**src/rtl/led_frame_scheduler_pkg.sv**
```systemverilog
// Shared definitions for the LED frame scheduler.
// Holds strip geometry, GRB field offsets, FSM state encodings and the per-channel
// brightness scaling helper used by the pixel dimmer.
package led_frame_scheduler_pkg;

  localparam int unsigned LedCount     = 48;
  localparam int unsigned PxCountWidth = 6;

  // Bit offsets of each 8-bit channel inside a 24-bit GRB word
  localparam int unsigned GrbGOffset = 16;
  localparam int unsigned GrbROffset = 8;
  localparam int unsigned GrbBOffset = 0;

  typedef enum logic [2:0] {
    StIdle  = 3'd0,
    StStart = 3'd1,
    StSend  = 3'd2,
    StLatch = 3'd3,
    StWait  = 3'd4
  } sched_state_e;

  // (chan * (scale + 1)) >> 8; scale 255 is identity and scale 0 always yields 0.
  // The product never exceeds 255 * 256, so 16 bits hold it exactly.
  function automatic logic [7:0] scale_channel(input logic [7:0] chan, input logic [7:0] scale);
    return 8'(({8'd0, chan} * ({8'd0, scale} + 16'd1)) >> 8);
  endfunction

endpackage

```
**src/rtl/led_frame_scheduler_pixel_dimmer.sv**
```systemverilog
// Combinational global-brightness scaler for one GRB pixel.
// Ports:
//   pixel_i  24b GRB pixel in
//   scale_i  8b brightness, 255 = full
//   pixel_o  24b scaled GRB pixel, zero latency
module led_frame_scheduler_pixel_dimmer
  import led_frame_scheduler_pkg::*;
(
  input  logic [23:0] pixel_i,
  input  logic [7:0]  scale_i,
  output logic [23:0] pixel_o
);

  always_comb begin
    pixel_o = '0;
    pixel_o[GrbGOffset +: 8] = scale_channel(pixel_i[GrbGOffset +: 8], scale_i);
    pixel_o[GrbROffset +: 8] = scale_channel(pixel_i[GrbROffset +: 8], scale_i);
    pixel_o[GrbBOffset +: 8] = scale_channel(pixel_i[GrbBOffset +: 8], scale_i);
  end

endmodule

```
**src/rtl/led_frame_scheduler.sv**
```systemverilog
// Frame-level sequencer in front of the neopixel controller.
// Starts a frame, waits for the strip to finish (or times out), holds the latch gap,
// then paces the next start to a fixed frame period. Source select and brightness
// are captured only at frame start.
// Ports:
//   clk_i, reset_i (sync, active-high)
//   enable_i        run frames; when low, finish the current frame then idle
//   src_sel_i       requested source (0 = src0, 1 = src1)
//   brightness_i    global scale, 255 = full
//   src0/1_pixel_i  GRB pixels from the two pattern sources
//   next_px_num_i   pixel index requested by the strip (consumed by the sources)
//   strip_done_i    one-cycle end-of-frame pulse from the strip
//   strip_start_o   one-cycle start pulse to the strip
//   pixel_out_o     scaled pixel of the frame's source, combinational
//   active_src_o    source captured for the current frame
//   frame_count_o   frames started, wrapping
//   busy_o          not idle
//   overrun_o       sticky: frame plus latch overran the period
//   fault_o         sticky: strip never reported done
module led_frame_scheduler
  import led_frame_scheduler_pkg::*;
#(
  parameter int unsigned FramePeriod = 833333,
  parameter int unsigned LatchCycles = 15000,
  parameter int unsigned SendTimeout = 200000
) (
  input  logic                    clk_i,
  input  logic                    reset_i,
  input  logic                    enable_i,
  input  logic                    src_sel_i,
  input  logic [7:0]              brightness_i,
  input  logic [23:0]             src0_pixel_i,
  input  logic [23:0]             src1_pixel_i,
  input  logic [PxCountWidth-1:0] next_px_num_i,
  input  logic                    strip_done_i,
  output logic                    strip_start_o,
  output logic [23:0]             pixel_out_o,
  output logic                    active_src_o,
  output logic [15:0]             frame_count_o,
  output logic                    busy_o,
  output logic                    overrun_o,
  output logic                    fault_o
);

  localparam int unsigned PeriodWidth = 20;
  localparam int unsigned LatchWidth  = (LatchCycles > 1) ? $clog2(LatchCycles) : 1;
  localparam int unsigned SendWidth   = (SendTimeout > 1) ? $clog2(SendTimeout) : 1;

  localparam logic [PeriodWidth-1:0] PeriodMax = PeriodWidth'(FramePeriod - 1);
  // period_cnt reads 0 on the cycle after START, so reaching FramePeriod-2 in WAIT
  // puts the next START exactly FramePeriod cycles after the previous one.
  localparam logic [PeriodWidth-1:0] PeriodDue = PeriodWidth'(FramePeriod - 2);
  localparam logic [LatchWidth-1:0]  LatchLast = LatchWidth'(LatchCycles - 1);
  localparam logic [SendWidth-1:0]   SendLast  = SendWidth'(SendTimeout - 1);

  sched_state_e           state_q, state_d;
  logic [PeriodWidth-1:0] period_cnt_q, period_cnt_d;
  logic [LatchWidth-1:0]  latch_cnt_q, latch_cnt_d;
  logic [SendWidth-1:0]   send_cnt_q, send_cnt_d;
  logic                   active_src_q, active_src_d;
  logic [7:0]             bright_q, bright_d;
  logic [15:0]            frame_count_q, frame_count_d;
  logic                   overrun_q, overrun_d;
  logic                   fault_q, fault_d;

  // The index only steers the sources; it has no role inside the scheduler.
  logic unused_px_num;
  assign unused_px_num = ^next_px_num_i;

  always_ff @(posedge clk_i) begin
    if (reset_i) begin
      state_q       <= StIdle;
      period_cnt_q  <= '0;
      latch_cnt_q   <= '0;
      send_cnt_q    <= '0;
      active_src_q  <= 1'b0;
      bright_q      <= '0;
      frame_count_q <= '0;
      overrun_q     <= 1'b0;
      fault_q       <= 1'b0;
    end else begin
      state_q       <= state_d;
      period_cnt_q  <= period_cnt_d;
      latch_cnt_q   <= latch_cnt_d;
      send_cnt_q    <= send_cnt_d;
      active_src_q  <= active_src_d;
      bright_q      <= bright_d;
      frame_count_q <= frame_count_d;
      overrun_q     <= overrun_d;
      fault_q       <= fault_d;
    end
  end

  always_comb begin
    state_d       = state_q;
    period_cnt_d  = period_cnt_q;
    latch_cnt_d   = latch_cnt_q;
    send_cnt_d    = send_cnt_q;
    active_src_d  = active_src_q;
    bright_d      = bright_q;
    frame_count_d = frame_count_q;
    overrun_d     = overrun_q;
    fault_d       = fault_q;

    // Frame-period timer runs through SEND/LATCH/WAIT and saturates.
    if (state_q != StIdle && state_q != StStart && period_cnt_q != PeriodMax) begin
      period_cnt_d = period_cnt_q + PeriodWidth'(1);
    end

    unique case (state_q)
      StIdle: begin
        if (enable_i) state_d = StStart;
      end
      StStart: begin
        active_src_d  = src_sel_i;
        bright_d      = brightness_i;
        frame_count_d = frame_count_q + 16'd1;
        period_cnt_d  = '0;
        send_cnt_d    = '0;
        state_d       = StSend;
      end
      StSend: begin
        // A done arriving on the timeout cycle wins: no fault.
        if (strip_done_i) begin
          latch_cnt_d = '0;
          state_d     = StLatch;
        end else if (send_cnt_q == SendLast) begin
          fault_d     = 1'b1;
          latch_cnt_d = '0;
          state_d     = StLatch;
        end else begin
          send_cnt_d = send_cnt_q + SendWidth'(1);
        end
      end
      StLatch: begin
        if (latch_cnt_q == LatchLast) begin
          if (period_cnt_q == PeriodMax) overrun_d = 1'b1;
          state_d = StWait;
        end else begin
          latch_cnt_d = latch_cnt_q + LatchWidth'(1);
        end
      end
      StWait: begin
        if (period_cnt_q >= PeriodDue) state_d = enable_i ? StStart : StIdle;
      end
      default: state_d = StIdle;
    endcase
  end

  led_frame_scheduler_pixel_dimmer u_dimmer (
    .pixel_i (active_src_q ? src1_pixel_i : src0_pixel_i),
    .scale_i (bright_q),
    .pixel_o (pixel_out_o)
  );

  assign strip_start_o = (state_q == StStart);
  assign active_src_o  = active_src_q;
  assign frame_count_o = frame_count_q;
  assign busy_o        = (state_q != StIdle);
  assign overrun_o     = overrun_q;
  assign fault_o       = fault_q;

endmodule

```
**config.mk**
```make
export PLATFORM = sky130hd
export DESIGN_NAME = led_frame_scheduler
export DESIGN_NICKNAME = d
export VERILOG_FILES = /design/src/rtl/led_frame_scheduler_pkg.sv /design/src/rtl/led_frame_scheduler_pixel_dimmer.sv /design/src/rtl/led_frame_scheduler.sv
export SDC_FILE = /design/constraint.sdc
export NUM_CORES = 1
export LEC_CHECK = 0
export BUFFER_PORTS_ARGS = -buffer_cell sky130_fd_sc_hd__buf_2
export CAP_MARGIN = 20
export CORE_ASPECT_RATIO = 2
export CORE_MARGIN = 5
export CORE_UTILIZATION = 27
export CTS_CLUSTER_DIAMETER = 50
export DETAILED_ROUTE_END_ITERATION = 10
export PLACE_DENSITY = 0.52
export SYNTH_ARGS = -nofsm -noshare
export SYNTH_HDL_FRONTEND = slang
export SYNTH_HIERARCHICAL = 1
export SYNTH_SLANG_ARGS = --single-unit
```
**constraint.sdc**
```tcl
create_clock -name clk_i -period 16.8 [get_ports clk_i]
set_input_delay 3.36 -clock clk_i [delete_from_list [all_inputs] [get_ports clk_i]]
set_output_delay 3.36 -clock clk_i [all_outputs]
set_load 0.02 [all_outputs]
```
=== After elaboration in Yosys (flattened, before gate mapping) ===
Index checks and enable logic that the tools add are counted.

* Bits in registers: 82
* Word-level logic and storage cells: 62
* Input port bits: 67
* Output and inout bits: 45

* Magnitude comparators: 1
* Reduce and logical (&&, ||, !) cells: 12
* Bitwise operators: 1
* Mux-type cells: 15
* Equality and inequality tests: 16
* Add/sub/neg operators: 5
* Multiply operators: 3

{| class="wikitable"
|+ Operators with widths
! operator !! count
|-
| 14-bit two-way mux || 3
|-
| 18-bit two-way mux || 2
|-
| 18-bit case mux with 2 select lines || 1
|-
| 8-bit by 16-bit multiplier with 16-bit output || 2
|-
| 14-bit case mux with 2 select lines || 1
|-
| 24-bit two-way mux || 1
|-
| 20-bit by 1-bit adder with 20-bit output, second input constant || 1
|-
| 20-bit equality test, second input constant || 1
|-
| 20-bit greater-or-equal comparator, second input constant || 1
|-
| 20-bit inequality test, second input constant || 1
|-
| 18-bit by 1-bit adder with 18-bit output, second input constant || 1
|-
| 18-bit equality test, second input constant || 1
|-
| 16-bit by 1-bit adder with 16-bit output, second input constant || 1
|-
| 8-bit by 9-bit multiplier with 16-bit output || 1
|-
| 3-bit two-way mux || 5
|-
| 3-bit case mux with 5 select lines || 1
|-
| 14-bit by 1-bit adder with 14-bit output, second input constant || 1
|-
| 14-bit equality test, second input constant || 1
|-
| 2-bit inequality test, second input constant || 6
|-
| 3-bit AND reduction || 4
|-
| 8-bit by 1-bit adder with 9-bit output, second input constant || 1
|-
| 3-bit by 2-bit equality test with 1-bit output, second input constant || 2
|-
| 4-bit AND reduction || 1
|-
| 2-bit nonzero test || 2
|-
| 10 further kinds || 11
|}

=== Longest topological paths before layout ===
* Depth in word-level cells: 4
* Gate-level depth with buffers: 20
* Depth with buffers taken out: 19

=== Cells and area by module ===
The synthesis kept the hierarchy.

{| class="wikitable"
|+ Modules (own cells, without submodules)
! module !! area an instance (µm²) !! cells an instance !! sequential area each (µm²) !! instances
|-
| led_frame_scheduler_pixel_dimmer || 6367.4 || 728 || 0.0 || 1
|-
| led_frame_scheduler || 4159.0 || 497 || 1641.6 || 1
|}

=== Worst setup path before layout ===
Ideal clock, no wire load.

* Path type: input -> output
* From: in src1_pixel_i[12]
* To: out pixel_out_o[14]
* Path slack: 5.901 ns
* Buffers on the path: 0
* Stages: 16
* Data required time: 13.440 ns
* Arrival time: 7.539 ns
* Path through: mux2_2 and2_1 fa_1 fa_1 inv_1 fa_1 inv_1 fa_1 ha_1 a211oi_2 nor2_1 nor3_2 a211oi_2 a311o_2 a21oi_2 xnor2_1

* Cells in the longest elaborated chain, start to end: 2

{| class="wikitable"
|+ RTL lines
! what !! line !! source
|-
| from (decl) || led_frame_scheduler.sv:33 || <nowiki>input logic [23:0] src1_pixel_i,</nowiki>
|-
| 24-bit two-way mux || led_frame_scheduler.sv:151 || <nowiki>.pixel_i (active_src_q ? src1_pixel_i : src0_pixel_i),</nowiki>
|-
| 8-bit by 16-bit multiplier with 16-bit output || led_frame_scheduler_pkg.sv:25 || <nowiki>return 8'(({8'd0, chan} * ({8'd0, scale} + 16'd1)) >> 8);</nowiki>
|-
| to (decl) || led_frame_scheduler.sv:37 || <nowiki>output logic [23:0] pixel_out_o,</nowiki>
|}

No other way between the ends.

=== Worst setup path in the final report ===
* From: in src1_pixel_i[15]
* To: out pixel_out_o[14]

Same word-level chain as after synthesis.

==> metrics.md <==
| Metric | Value |
|---|---|
| Cell count after synthesis | 1225 |
| Iteration-0 DRC Markers | 210 |
| Number of hold buffers added after cts | 0 |
| Unique masters post-synth | 69 |
| HP Class | reg2reg |
| Vias in the first global route | 9245 |
| Place WS | 5410 ps |
| Final Setup Violations | 0 |
| Largest net degree at the start of global routing | 36 |
| DR WL/cell | 14.7 um |
| Static Leakage | 0.00562 uW |
| Setup crit start kind | input pin |
| Worst Clk Skew | 11.6 ps |
| Sequential area share after synthesis | 0.156 |
| Setup tns final | 0 ps |
| H-Tree Depth | 3 |
| Top-count cell post-synth | inv_1 |
| Power Density | 115 nW/um^2 |
| Post-CTS sizing | 0 |
| # DRC | 0 |
| PortBufs | 105 |
| Post-synth top area share | 0.228 |
| Post-synth ARST share | 0 |
| Crit path max-delay cell type | fa_1 |
| Minimum clock period | 11340 ps |
| Rel. slew slack | 0.305 |
| Max Transition Viols Final | 0 |
| Crit Path Max Fanout | 9 |
| Layout area overhead | 13.3% |
| VDD IR max | 0.0751 mV |
| Most used cell, CP | fa_1 |
| Reg clk slew, reported paths | 70 ps |
| Final Wtd Congestion | 0.795 |
| Synth cell count leaders | inv_1, and2_1, fa_1, nand2_1, ha_1 |
| Via/cell ratio | 4.62 |
| Via count | 8474 |
| Post-CTS setup buffers | 0 |
| Status | completed |
| Mean Syn Cell Area | 8.59 sq um |
| Syn Nets | 1514 |
| Worst slew pin tran | 1040 ps |
| Share of cells above drive strength 1 | 0.142 |
| DRT antenna net count | 0 |
| Crit end category | output port |
| Num CTS Buffers | 9 |
| Top Ports | 112 |
| Fin crit share | 0.675 |
| Starting Density | 0.272 |
| Die Wd | 150 um |
| Top FF cell, synth | dfxtp_1 |
| Syn. warnings | 6 |
| Grt ovf | 0 |
| Global-route wire length before repair | 44500 um |
| Largest area contributor in the netlist | fa_1 |
| Final Hold Vio Count | 0 |
| Pre-Repair DR Iteration Count | 4 |
| Hold_ws | 453 ps |
| Total core area | 38700 sq um |
| Core Util, Final | 0.308 |
| WP data required | 13440 ps |
| Cell Chain, Critical Path | buf_2 -> mux2_2 -> and2_1 -> fa_1 -> fa_1 -> fa_1 -> inv_1 -> fa_1 -> inv_1 -> ha_1 -> o21ai_0 -> nor2_1 -> nor3_2 -> a211oi_2 -> a311o_2 -> a21oi_2 -> xnor2_1 -> buf_2 |
| Kind of critical path | in2out |
| Number of flops mapped to enable cells by yosys | 0 |
| Routed WL | 26900 um |
| Yosys reg bits | 82 |
| CP peak stage delay | 550 ps |
| Max_cap viols | 0 |
| Die ar. | 43300 sq um |
| Synth Cell Area | 10500 sq um |
| # rows | 102 |
| RSZ-0062 raised after global routing | false |
| Setup ws final | 5460 ps |
| Clock Latency Late Sink | 350 ps |
| DP Wirelength | 21900 um |
| Nets | 1600 |
| Root Driver | clkbuf_16 |
| Clk buf depth | 2 |
| # diodes | 0 |
| Total power | 1370 uW |
| Initial antenna violation count | 1 |
| Largest cells by area after synthesis | fa_1, dfxtp_1, ha_1, and2_1, inv_1 |
| Die height | 289 um |
| CTS tree | built |
| GRT Total Usage | 0.128 |
| Max Clk Rate | 88.2 MHz |
| Arr. time, crit path | 7980 ps |
| Clk sinks | 82 |
[worst max-delay path: cells and delay by family]
family / cells / cell delay (ps)
fa+ha+maj: 5 / 2450
simple gates: 3 / 430
xor+xnor: 1 / 130
mux: 1 / 350
compound gates: 4 / 870
buf+inv: 4 / 370
[cells by family (layout without fill, tap and decap cells)]
logic type | count (synthesis) | in the layout | share of synthesized area
simple gates | 488 | 488 | 0.252
fa+ha+maj | 222 | 222 | 0.349
buf+inv | 203 | 294 | 0.0746
compound gates | 127 | 127 | 0.0763
flops | 82 | 82 | 0.156
xor+xnor | 77 | 77 | 0.0641
mux | 26 | 26 | 0.0276
[flip-flops by register name (all words and copies together), names as in the netlist]
name           count
send_cnt_q        18
fault_o            1
period_cnt_q      20
active_src_o       1
latch_cnt_q       14
overrun_o          1
state_q            3
bright_q           8
frame_count_o     16
[cells in the final DEF (no fill, tap or decap), types with 13 or more instances in the layout]
cell type,instances
or3_1,18
nand2_1,105
inv_1,162
o21ai_0,26
xnor2_1,53
a21oi_1,50
nor3_1,19
buf_2,105
nand3_1,24
nor2_1,75
nor4_1,13
mux2_2,24
dfxtp_1,82
ha_1,102
fa_1,120
nor2b_1,17
xor2_1,24
and2_1,143
nand4_1,21
[area by class of cell]
class                   instances  area, sq um
fillers                      4128        26700
multi-input cells             940         8100
flip-flops and latches         82         1640
well taps                     520          651
inverters                     163          613
repair buffers                115          601
clock buffers                  10          229
clock inverters                 6         88.8
[stage by stage]
stage	area (sq um)	cells
2_1_floorplan	10500	1225
6_report	11900	1836
5_1_grt	11900	1836
3_3_place_gp	11600	1819
4_1_cts	11900	1835
3_5_place_dp	11600	1819
[per-layer routing]
metal / up-vias / routed length (um) / track usage
met3: 32 / 765 / 0.0152
met5: - / 20 / 0
met4: 2 / 539 / 0.0454
met2: 132 / 15800 / 0.268
li1: 4146 / - / -
met1: 4162 / 9810 / 0.122
[power by group]
group | switching [uW] | total (uW) | internal [uW]
clock network | 87.0 | 218 | 131
logic | 569 | 926 | 357
registers | 20.7 | 226 | 206
total | 677 | 1370 | 694
[worst paths after layout]
path | cells after the start | to | startpoint | slack [ps]
worst max-delay path | 18 | pixel_out_o[14] | src1_pixel_i[15] | 5460
worst min-delay path | 2 | overrun_o | overrun_o | 450
worst min register to register | 2 | overrun_o | overrun_o | 450
worst max register to register | 6 | send_cnt_q[15] | state_q[0] | 14230
(Power assumes the default switching activity.)
